**src/rtl/score_bcd_driver.sv**
```systemverilog
// score_bcd_driver
// Feeds the serial seven-segment display device. A binary score is converted to
// 8 packed BCD digits by a sequential shift-add-3 (double-dabble) engine, one bit
// per clock. Leading-zero blank enables are derived from the result, and a
// one-cycle start pulse launches a serial refresh on every new value and
// periodically thereafter.
//
// Ports:
//   clk     in   system clock, rising edge
//   rst_n   in   asynchronous active-low reset
//   bin_in  in   binary value to display (BIN_WIDTH bits), sampled on load
//   load    in   single-cycle conversion request (queued while busy)
//   busy    out  conversion in progress
//   done    out  one-cycle pulse when hexs/LEs update
//   hexs    out  packed BCD, digit 0 in [3:0]
//   LEs     out  per-digit blank enable, bit i blanks digit i
//   start   out  one-cycle pulse to begin a serial transfer
module score_bcd_driver #(
  parameter int unsigned BIN_WIDTH      = 16,
  parameter int unsigned REFRESH_CYCLES = 1000000,
  parameter bit          BLANK_LEADING  = 1'b1
) (
  input  logic                 clk,
  input  logic                 rst_n,
  input  logic [BIN_WIDTH-1:0] bin_in,
  input  logic                 load,
  output logic                 busy,
  output logic                 done,
  output logic [31:0]          hexs,
  output logic [7:0]           LEs,
  output logic                 start
);

  localparam int unsigned CntW = $clog2(BIN_WIDTH + 1);
  localparam int unsigned RefW = $clog2(REFRESH_CYCLES);

  localparam logic [CntW-1:0] CntLoad = CntW'(BIN_WIDTH);
  localparam logic [CntW-1:0] CntOne  = CntW'(1);
  localparam logic [RefW-1:0] RefLast = RefW'(REFRESH_CYCLES - 1);
  localparam logic [RefW-1:0] RefOne  = RefW'(1);
  localparam logic [7:0]      LesRst  = BLANK_LEADING ? 8'hFE : 8'h00;

  typedef enum logic [1:0] {StIdle, StShift, StCommit} state_e;

  state_e               r_state;
  logic [BIN_WIDTH-1:0] r_bin;
  logic [31:0]          r_bcd;
  logic [CntW-1:0]      r_cnt;
  logic [BIN_WIDTH-1:0] r_pend_val;
  logic                 r_pend;
  logic [RefW-1:0]      r_ref;
  logic [31:0]          r_hexs;
  logic [7:0]           r_les;
  logic                 r_busy;
  logic                 r_done;
  logic                 r_start;

  logic [27:0] w_bcd_adj;
  logic [31:0] w_bcd_shift;
  logic [7:0]  w_blank;
  logic        w_wrap;
  logic        w_commit_next;

  // Add-3 on digits 0..6. With at most 26 input bits the top digit never
  // reaches 5 before a shift, so it is passed through unadjusted.
  always_comb begin
    w_bcd_adj = '0;
    for (int i = 0; i < 7; i++) begin
      if (r_bcd[4*i +: 4] >= 4'd5) begin
        w_bcd_adj[4*i +: 4] = r_bcd[4*i +: 4] + 4'd3;
      end else begin
        w_bcd_adj[4*i +: 4] = r_bcd[4*i +: 4];
      end
    end
    w_bcd_shift = {r_bcd[30:28], w_bcd_adj, r_bin[BIN_WIDTH-1]};
  end

  // Digit i is blanked when it and every more significant digit are zero.
  always_comb begin
    logic v_all_zero;
    w_blank    = '0;
    v_all_zero = 1'b1;
    for (int i = 7; i >= 1; i--) begin
      v_all_zero = v_all_zero & (r_bcd[4*i +: 4] == 4'h0);
      w_blank[i] = v_all_zero;
    end
  end

  assign w_wrap        = (r_ref == RefLast);
  // A COMMIT follows next cycle; its forced start replaces the periodic one so
  // the pulse is never two cycles wide.
  assign w_commit_next = (r_state == StShift) && (r_cnt == CntOne);

  always_ff @(posedge clk or negedge rst_n) begin
    if (!rst_n) begin
      r_state    <= StIdle;
      r_bin      <= '0;
      r_bcd      <= '0;
      r_cnt      <= '0;
      r_pend_val <= '0;
      r_pend     <= 1'b0;
      r_ref      <= '0;
      r_hexs     <= '0;
      r_les      <= LesRst;
      r_busy     <= 1'b0;
      r_done     <= 1'b0;
      r_start    <= 1'b0;
    end else begin
      r_done  <= 1'b0;
      r_start <= (r_state == StCommit) | (w_wrap & ~w_commit_next);

      if (r_state == StCommit || w_wrap) begin
        r_ref <= '0;
      end else begin
        r_ref <= r_ref + RefOne;
      end

      unique case (r_state)
        StIdle: begin
          if (load || r_pend) begin
            r_bin   <= load ? bin_in : r_pend_val;
            r_pend  <= 1'b0;
            r_bcd   <= '0;
            r_cnt   <= CntLoad;
            r_busy  <= 1'b1;
            r_state <= StShift;
          end
        end

        StShift: begin
          r_bcd <= w_bcd_shift;
          r_bin <= r_bin << 1;
          r_cnt <= r_cnt - CntOne;
          if (r_cnt == CntOne) begin
            r_state <= StCommit;
          end
          if (load) begin
            r_pend     <= 1'b1;
            r_pend_val <= bin_in;
          end
        end

        StCommit: begin
          r_hexs <= r_bcd;
          r_les  <= BLANK_LEADING ? w_blank : 8'h00;
          r_done <= 1'b1;
          // A load arriving this cycle is newer than any pending value.
          if (load || r_pend) begin
            r_bin   <= load ? bin_in : r_pend_val;
            r_pend  <= 1'b0;
            r_bcd   <= '0;
            r_cnt   <= CntLoad;
            r_state <= StShift;
          end else begin
            r_busy  <= 1'b0;
            r_state <= StIdle;
          end
        end

        default: r_state <= StIdle;
      endcase
    end
  end

  assign busy  = r_busy;
  assign done  = r_done;
  assign hexs  = r_hexs;
  assign LEs   = r_les;
  assign start = r_start;

endmodule

```
**config.mk**
```make
export PLATFORM = sky130hd
export DESIGN_NAME = score_bcd_driver
export DESIGN_NICKNAME = d
export VERILOG_FILES = /design/src/rtl/score_bcd_driver.sv
export SDC_FILE = /design/constraint.sdc
export NUM_CORES = 1
export LEC_CHECK = 0
export ABC_AREA = 0
export ABC_CLOCK_PERIOD_IN_PS = 1900
export CAP_MARGIN = 20
export CORE_ASPECT_RATIO = 1.25
export CORE_UTILIZATION = 40
export CTS_CLUSTER_SIZE = 20
export DETAILED_ROUTE_END_ITERATION = 16
export GPL_TIMING_DRIVEN = 1
export MAX_ROUTING_LAYER = met4
export PLACE_DENSITY = 0.73
export SYNTH_ARGS = -nofsm -noshare
export SYNTH_HDL_FRONTEND = slang
export SYNTH_SLANG_ARGS = --single-unit
export TNS_END_PERCENT = 1
```
**constraint.sdc**
```tcl
create_clock -name clk -period 1.9 [get_ports clk]
set_clock_uncertainty 0.15 [all_clocks]
set_input_delay 0.285 -clock clk [delete_from_list [all_inputs] [get_ports clk]]
set_output_delay 0.285 -clock clk [all_outputs]
set_load 0.02 [all_outputs]
```
==> metrics.txt, run 1 <==
H-tree lvl count=4; switch share=35.9%; worst stage delay on the critical path=0.56 ns; sequential cell area=3360 um2; top-area cell type share of the netlist area=50.8%; Post-synth EDFFs=0; initial antenna violation count=0; Initial Util=41.3%; P per Cell Area=1680 nW/um2; Max Clk Rate=519 MHz; die footprint=16100 um2; internal power=8.75 mW; area share of fa/ha/maj cells after synthesis=4.60%; Synth cell types=43; Reg2Reg Setup Slack=-0.03 ns; Synth top cells by count=dfrtp_1, nand2_1, o21ai_0, nor2_1, nand3_1; drt wl/cell=14.4 um; Worst setup EP type=flip-flop; die width=114 um; row count=50; max-cap violation count=0; Final Wtd Congestion=0.824; Pwr Total=13.7 mW; largest net degree at the start of global routing=69; Synth Area in Compound Gates=11.2%; Setup TNS Final=-0.0266 ns; NetSw=4.91 mW; CP Buf/Inv Count=0; Worst-Skew Late Latency=0.42 ns; DR vias=4768; max-slew violation count=0; Area Overhead vs Synth=30.1%; RR Endpoint=r_ref[19]; Reg clk slew, reported paths=0.06 ns; dpl hpwl=9110 um; Gate power share=39.2%; gr ovfl total=0; CP Depth=4; Routed WL=13200 um; most frequent CP cell=or4_4; Final ANT Viol Nets=0; Hold Crit Class=primary input to asynchronous set/reset pin; outcome=complete, but fails checks; DR pass1 iterations=4; initial DRC count=275; multi-input logic area=2790 um2; worst path cell trace=nand4_4 > or4_4 > or4_4 > a21oi_2; main combinational cell family by area after synthesis=simple AND/OR/NAND/NOR gates; Fin Hold WS=0.283 ns; final worst slack=-0.0255 ns; clock tree from TritonCTS=done; crit path max fanout=6; Die Y=142 um; post-synthesis cell area=6260 um2; Post-Syn Nets=644; Setup violations, final=2; mux share of post-synthesis cell area=6.68%; delay-heaviest family, CP=simple AND/OR/NAND/NOR gates; RSZ-0062 raised after global routing=yes; Lkg Pwr=3.63 nW; worst relative slew slack=62.5%; number of synthesized register bits=134; Worst Setup Start Kind=flip-flop; Total Routing Usage GR=18.6%; port bufs=60; predominant post-synthesis flop cell=dfrtp_1; CTS root buffer=clkbuf_16; Vias/cell=5.20; I/O pin count=62; # DRC=0; vias in the first global route=4958; critical path class=flip-flop to flip-flop; design area=8140 um2; Syn. warnings=0; count leader, synth=dfrtp_1; top post-synthesis cells by area=dfrtp_1, nand2_1, ha_1, mux2_2, o21ai_0; hold violation count in the final report=0; Reg-to-Reg Start=r_ref[7]; post-route core utilization=53.8%; Reg power frac=35.3%; fraction of the mapped netlist area in simple logic gates=17.0%; clk sinks=134; fin crit share=101%; Placed Area=7440 um2; Yosys top cell by area=dfrtp_1; crit path max-delay cell type=or4_4; Worst EP required=2.10 ns; fraction of the yosys area taken by sequential cells=53.7%; failing checks=setup timing; Least-Margin Pin Slew=0.562 ns; share of layout cells above drive strength 1=19.6%; xor/xnor share of the synthesized area=3.64%; Max Buffers Root-to-Sink=2; fill count=1340; worst reg-to-reg path cell count=4; number of nets in the layout=738; worst path arrival time=2.13 ns; total clock buffers created by CTS=17; Avg Cell Area, Syn=10.4 um2; ANT cells=0; Min Clock Period, post-route=1.93 ns; Core Area=15100 um2; Post-Syn Instances=602; Clk pwr share=25.6%; maximum VDD drop=0.752 mV; first-pass GRT wire length=23000 um; FFs w/ async S/R, synth=100%
through the flow:
| step | setup WS, ns | std cells |
|---|---|---|
| floorplan | -0.0456 | 602 |
| global placement | -0.161 | 884 |
| detailed placement | -0.244 | 884 |
| CTS | -0.0328 | 917 |
| global route | -0.0843 | 917 |
| finish | -0.0255 | 917 |
state kept, by name (all words and copies together) (netlist names):
register and flops:
done 1, r_bin 16, r_bcd 32, r_pend 1
hexs 32, busy 1, r_pend_val 16, LEs 7
start 1, r_cnt 5, r_state 2, r_ref 20
worst min-delay path: stages:
cell and delay, ns:
dlygate4sd3_1 0.53, buf_4 0.14, buf_12 0.29
power groups by stage:
| stage | sequential (mW) | clock, mW | combinational, mW |
|---|---|---|---|
| finish | 4.82 | 3.49 | 5.35 |
| floorplan | 4.97 | 0 | 3.09 |
| CTS | 4.78 | 3.56 | 5.33 |
| global placement | 4.75 | 0 | 5.02 |
| detailed placement | 4.82 | 0 | 5.29 |
| global route | 4.96 | 3.68 | 5.96 |
repair_timing:
item | in CTS | in global routing
endpoints found under the setup margin | 24 | 44
buffers inserted | 0 | 0
resized for setup | 13 | 19
hold buffers | 1 | 0
pin swaps | 0 | 2
hold endpoints to repair | 127 | 0
cells in the final DEF (no fill, tap or decap), types with 3 or more instances in the layout:
cell type	n
bufinv_16	4
dfstp_2	7
a21oi_1	8
inv_2	6
clkdlybuf4s50_1	51
nor3_1	3
clkinvlp_4	4
buf_4	37
nand2b_1	7
nand3_1	36
o211ai_1	3
xnor2_1	18
nand2_1	100
ha_1	22
dfrtp_1	125
dlygate4sd2_1	8
nor2_1	39
nor4b_1	3
inv_1	14
mux2i_1	17
a32o_1	7
xor2_1	8
o31ai_1	17
buf_12	7
clkbuf_16	17
a221o_1	15
a21oi_2	6
nor4_1	6
o21ai_0	43
nor3b_1	5
nand4_1	6
or4_4	3
mux2_2	22
layout make-up:
| type | count | area share [%] |
|---|---|---|
| inverter | 20 | 0.922 |
| clock buffer | 20 | 5.61 |
| multi-input combinational | 418 | 34.2 |
| tap | 208 | 3.20 |
| sequential | 134 | 41.3 |
| timing repair buffer | 105 | 12.5 |
| clock inverter | 12 | 2.18 |
worst max path at each step:
stage               startpoint        end  slack (ns)
floorplan             r_ref[8]  r_ref[19]       -0.05
detailed placement        load   r_bin[2]       -0.24
CTS                   r_ref[7]  r_ref[19]       -0.03
global route         r_bcd[29]     LEs[2]       -0.08
global placement          load  r_bin[13]       -0.16
finish                r_ref[7]  r_ref[19]       -0.03
kinds of logic after synthesis:
group	Yosys count
adder cells (fa/ha/maj)	23
XOR/XNOR	26
buffers and inverters	50
AO/OA/AOI/OAI	105
flip-flops	134
multiplexers	39
other	1
AND/OR/NAND/NOR	224
per-layer routing:
metal	global-route usage (%)	part of all wire, %
met1	20.8	43
met2	31.5	51
met3	4.87	4.1
met4	7.93	2.5
met5	-	0
Note: power is estimated with default switching activity, not from simulation.
==> inputs of run 2 (changes only) <==
--- a/config.mk
+++ b/config.mk
@@ -9,12 +9,14 @@
 export ABC_CLOCK_PERIOD_IN_PS = 1900
 export CAP_MARGIN = 20
 export CORE_ASPECT_RATIO = 1.25
+export CORE_MARGIN = 10
 export CORE_UTILIZATION = 40
 export CTS_CLUSTER_SIZE = 20
 export DETAILED_ROUTE_END_ITERATION = 16
 export GPL_TIMING_DRIVEN = 1
 export MAX_ROUTING_LAYER = met4
 export PLACE_DENSITY = 0.73
+export SLEW_MARGIN = 40
 export SYNTH_ARGS = -nofsm -noshare
 export SYNTH_HDL_FRONTEND = slang
 export SYNTH_SLANG_ARGS = --single-unit
==> metrics.txt, run 2 (same netlist as run 1, synthesis figures left out) <==
Final Wtd Congestion=0.858 (+4.1%); die width=132 um (+16%); commonest non-fill, non-tap cell in the layout=dfrtp_1; final worst slack=-0.0188 ns (+0.00672 ns); Area Overhead vs Synth=30.7%; post-route core utilization=52.9% (-0.82 points); ANT cells=0 (unchanged); Routed WL=14600 um (+10%); CP Buf/Inv Count=1 (+1); Max Buffers Root-to-Sink=2 (unchanged); maximum VDD drop=0.610 mV (-19%); Hold Crit Class=primary input to asynchronous set/reset pin; Worst setup EP type=flip-flop; DR pass1 iterations=7 (+3); share of layout cells above drive strength 1=19.9% (+0.26 points); CTS root buffer=clkbuf_16; Top Metal Used=met4; DR vias=4794 (+0.55%); P per Cell Area=1690 nW/um2 (+0.59%); fin crit share=101% (-0.35 points); Vias/cell=5.17 (-0.54%); H-tree lvl count=4 (unchanged); worst relative slew slack=54.7% (-7.8 points); critical path class=flip-flop to flip-flop; worst stage delay on the critical path=0.70 ns (+0.14 ns); Least-Margin Pin Slew=0.670 ns (+0.108 ns); Worst EP required=2.08 ns (-0.02 ns); post-CTS setup buffer count=0 (unchanged); Routed met1 length=6090 um (+8.2%); met2 wire len=7650 um (+14%); # DRC=0 (unchanged); initial DRC count=376 (+37%); max-cap violation count=0 (unchanged); I/O pin count=62 (unchanged); RSZ-0062 raised after global routing=yes; hold violation count in the final report=0 (unchanged); max-slew violation count=0 (unchanged); drt wl/cell=15.7 um (+9.0%); gr ovfl total=0 (unchanged); delay-heaviest family, CP=simple AND/OR/NAND/NOR gates; Setup violations, final=8 (+6); Final ANT Viol Nets=0 (unchanged); failing checks=setup timing; largest net degree at the start of global routing=47 (-32%); die footprint=21100 um2 (+31%); Initial Util=40.5% (-0.81 points); Total Routing Usage GR=14.6% (-4.0 points); outcome=complete, but fails checks; Fin Hold WS=0.182 ns (-0.102 ns); total clock buffers created by CTS=17 (unchanged); Min Clock Period, post-route=1.92 ns (-0.00672 ns); Worst-Skew Late Latency=0.42 ns (about the same); row count=51 (+2.0%); first-pass GRT wire length=24800 um (+8.0%); Max Clk Rate=521 MHz (+0.35%); Lkg Pwr=3.66 nW (+0.68%); vias in the first global route=5202 (+4.9%); Reg clk slew, reported paths=0.06 ns (about the same); worst path arrival time=2.10 ns (-0.03 ns); crit path max-delay cell type=or4b_2; most frequent cells in the layout=dfrtp_1, nand2_1, clkdlybuf4s50_1; met3 wire length=649 um (+20%); crit path max fanout=6 (unchanged); initial antenna violation count=0 (unchanged); clock tree from TritonCTS=done; dpl hpwl=10100 um (+11%); worst path cell trace=nand3_1 > or4b_2 > o21ai_4 > buf_6 > a21boi_1; Core Area=15400 um2 (+2.0%); Worst Setup Start Kind=flip-flop; Die Y=160 um (+13%); number of nets in the layout=744 (+0.81%); port bufs=60 (unchanged); clk sinks=134 (unchanged)
[run 2: cell count changes in the layout (fill, tap and decap cells not counted), sizes merged]
cell      before  now
clkbuf        20   21
inv           20   21
clkinvlp       4    3
clkinv         4    3
buf           45   51
[run 2: metal layers]
layer | GRT usage (%) | vias to the layer above
li1 | - | 2301
met1 | 15.4 | 2368
met2 | 24.9 | 106
met3 | 4.58 | 19
met4 | 5.78 | 0
met5 | - | -
[run 2: area by class of cell]
| class | instances | area, um2 |
|---|---|---|
| inverter | 20 | 75.1 |
| tap | 212 | 265 |
| clock inverter | 11 | 174 |
| clock buffer | 21 | 460 |
| multi-input combinational | 418 | 2790 |
| fill | 1333 | 7270 |
| timing repair buffer | 111 | 1050 |
| sequential | 134 | 3360 |
[run 2: worst paths after layout]
| path | start | end | slack (ns) | cells after the start |
|---|---|---|---|---|
| min reg2reg | LEs[3] | LEs[3] | 0.30 | 2 |
| max | r_ref[17] | start | -0.02 | 5 |
| max in group asynchronous | rst_n | LEs[4] | 0.76 | 3 |
| min in group clk | LEs[3] | LEs[3] | 0.30 | 2 |
| min | rst_n | hexs[19] | 0.18 | 2 |
| max reg2reg | r_ref[17] | start | -0.02 | 5 |
[run 2: through the flow]
step | total power [mW] | instance area, um2 | worst slack, ns | cells | setup TNS (ns)
2_1_floorplan | 8.06 | 6270 | -0.0456 | 602 | -0.452
5_1_grt | 14.7 | 8180 | -0.0762 | 927 | -1.00
3_3_place_gp | 9.78 | 7480 | -0.131 | 894 | -2.05
6_report | 13.8 | 8180 | -0.0188 | 927 | -0.0915
3_5_place_dp | 10.2 | 7480 | -0.216 | 894 | -3.51
4_1_cts | 13.8 | 8130 | -0.0147 | 927 | -0.0225
[run 2: what timing repair did]
| action | in CTS | in global routing |
|---|---|---|
| endpoints found under the hold margin | 25 | 0 |
| cloned | 0 | 0 |
| hold buffers | 1 | 0 |
| pin swaps | 2 | 1 |
| resized for setup | 14 | 15 |
| endpoints found under the setup margin | 19 | 25 |
[run 2: power breakdown]
group          leakage [nW]  total (mW)  internal, mW  switching (mW)
Clock                 0.300        3.50          2.27            1.23
Combinational          1.67        5.43          2.57            2.86
Sequential             1.69        4.86          3.93           0.928
[run 2: worst reg2reg max path, cell delays in order, from the launching register on]
cell and delay [ns]:
dfrtp_1 0.35, nand3_1 0.12, or4b_2 0.70, o21ai_4 0.18
buf_6 0.15, a21boi_1 0.19
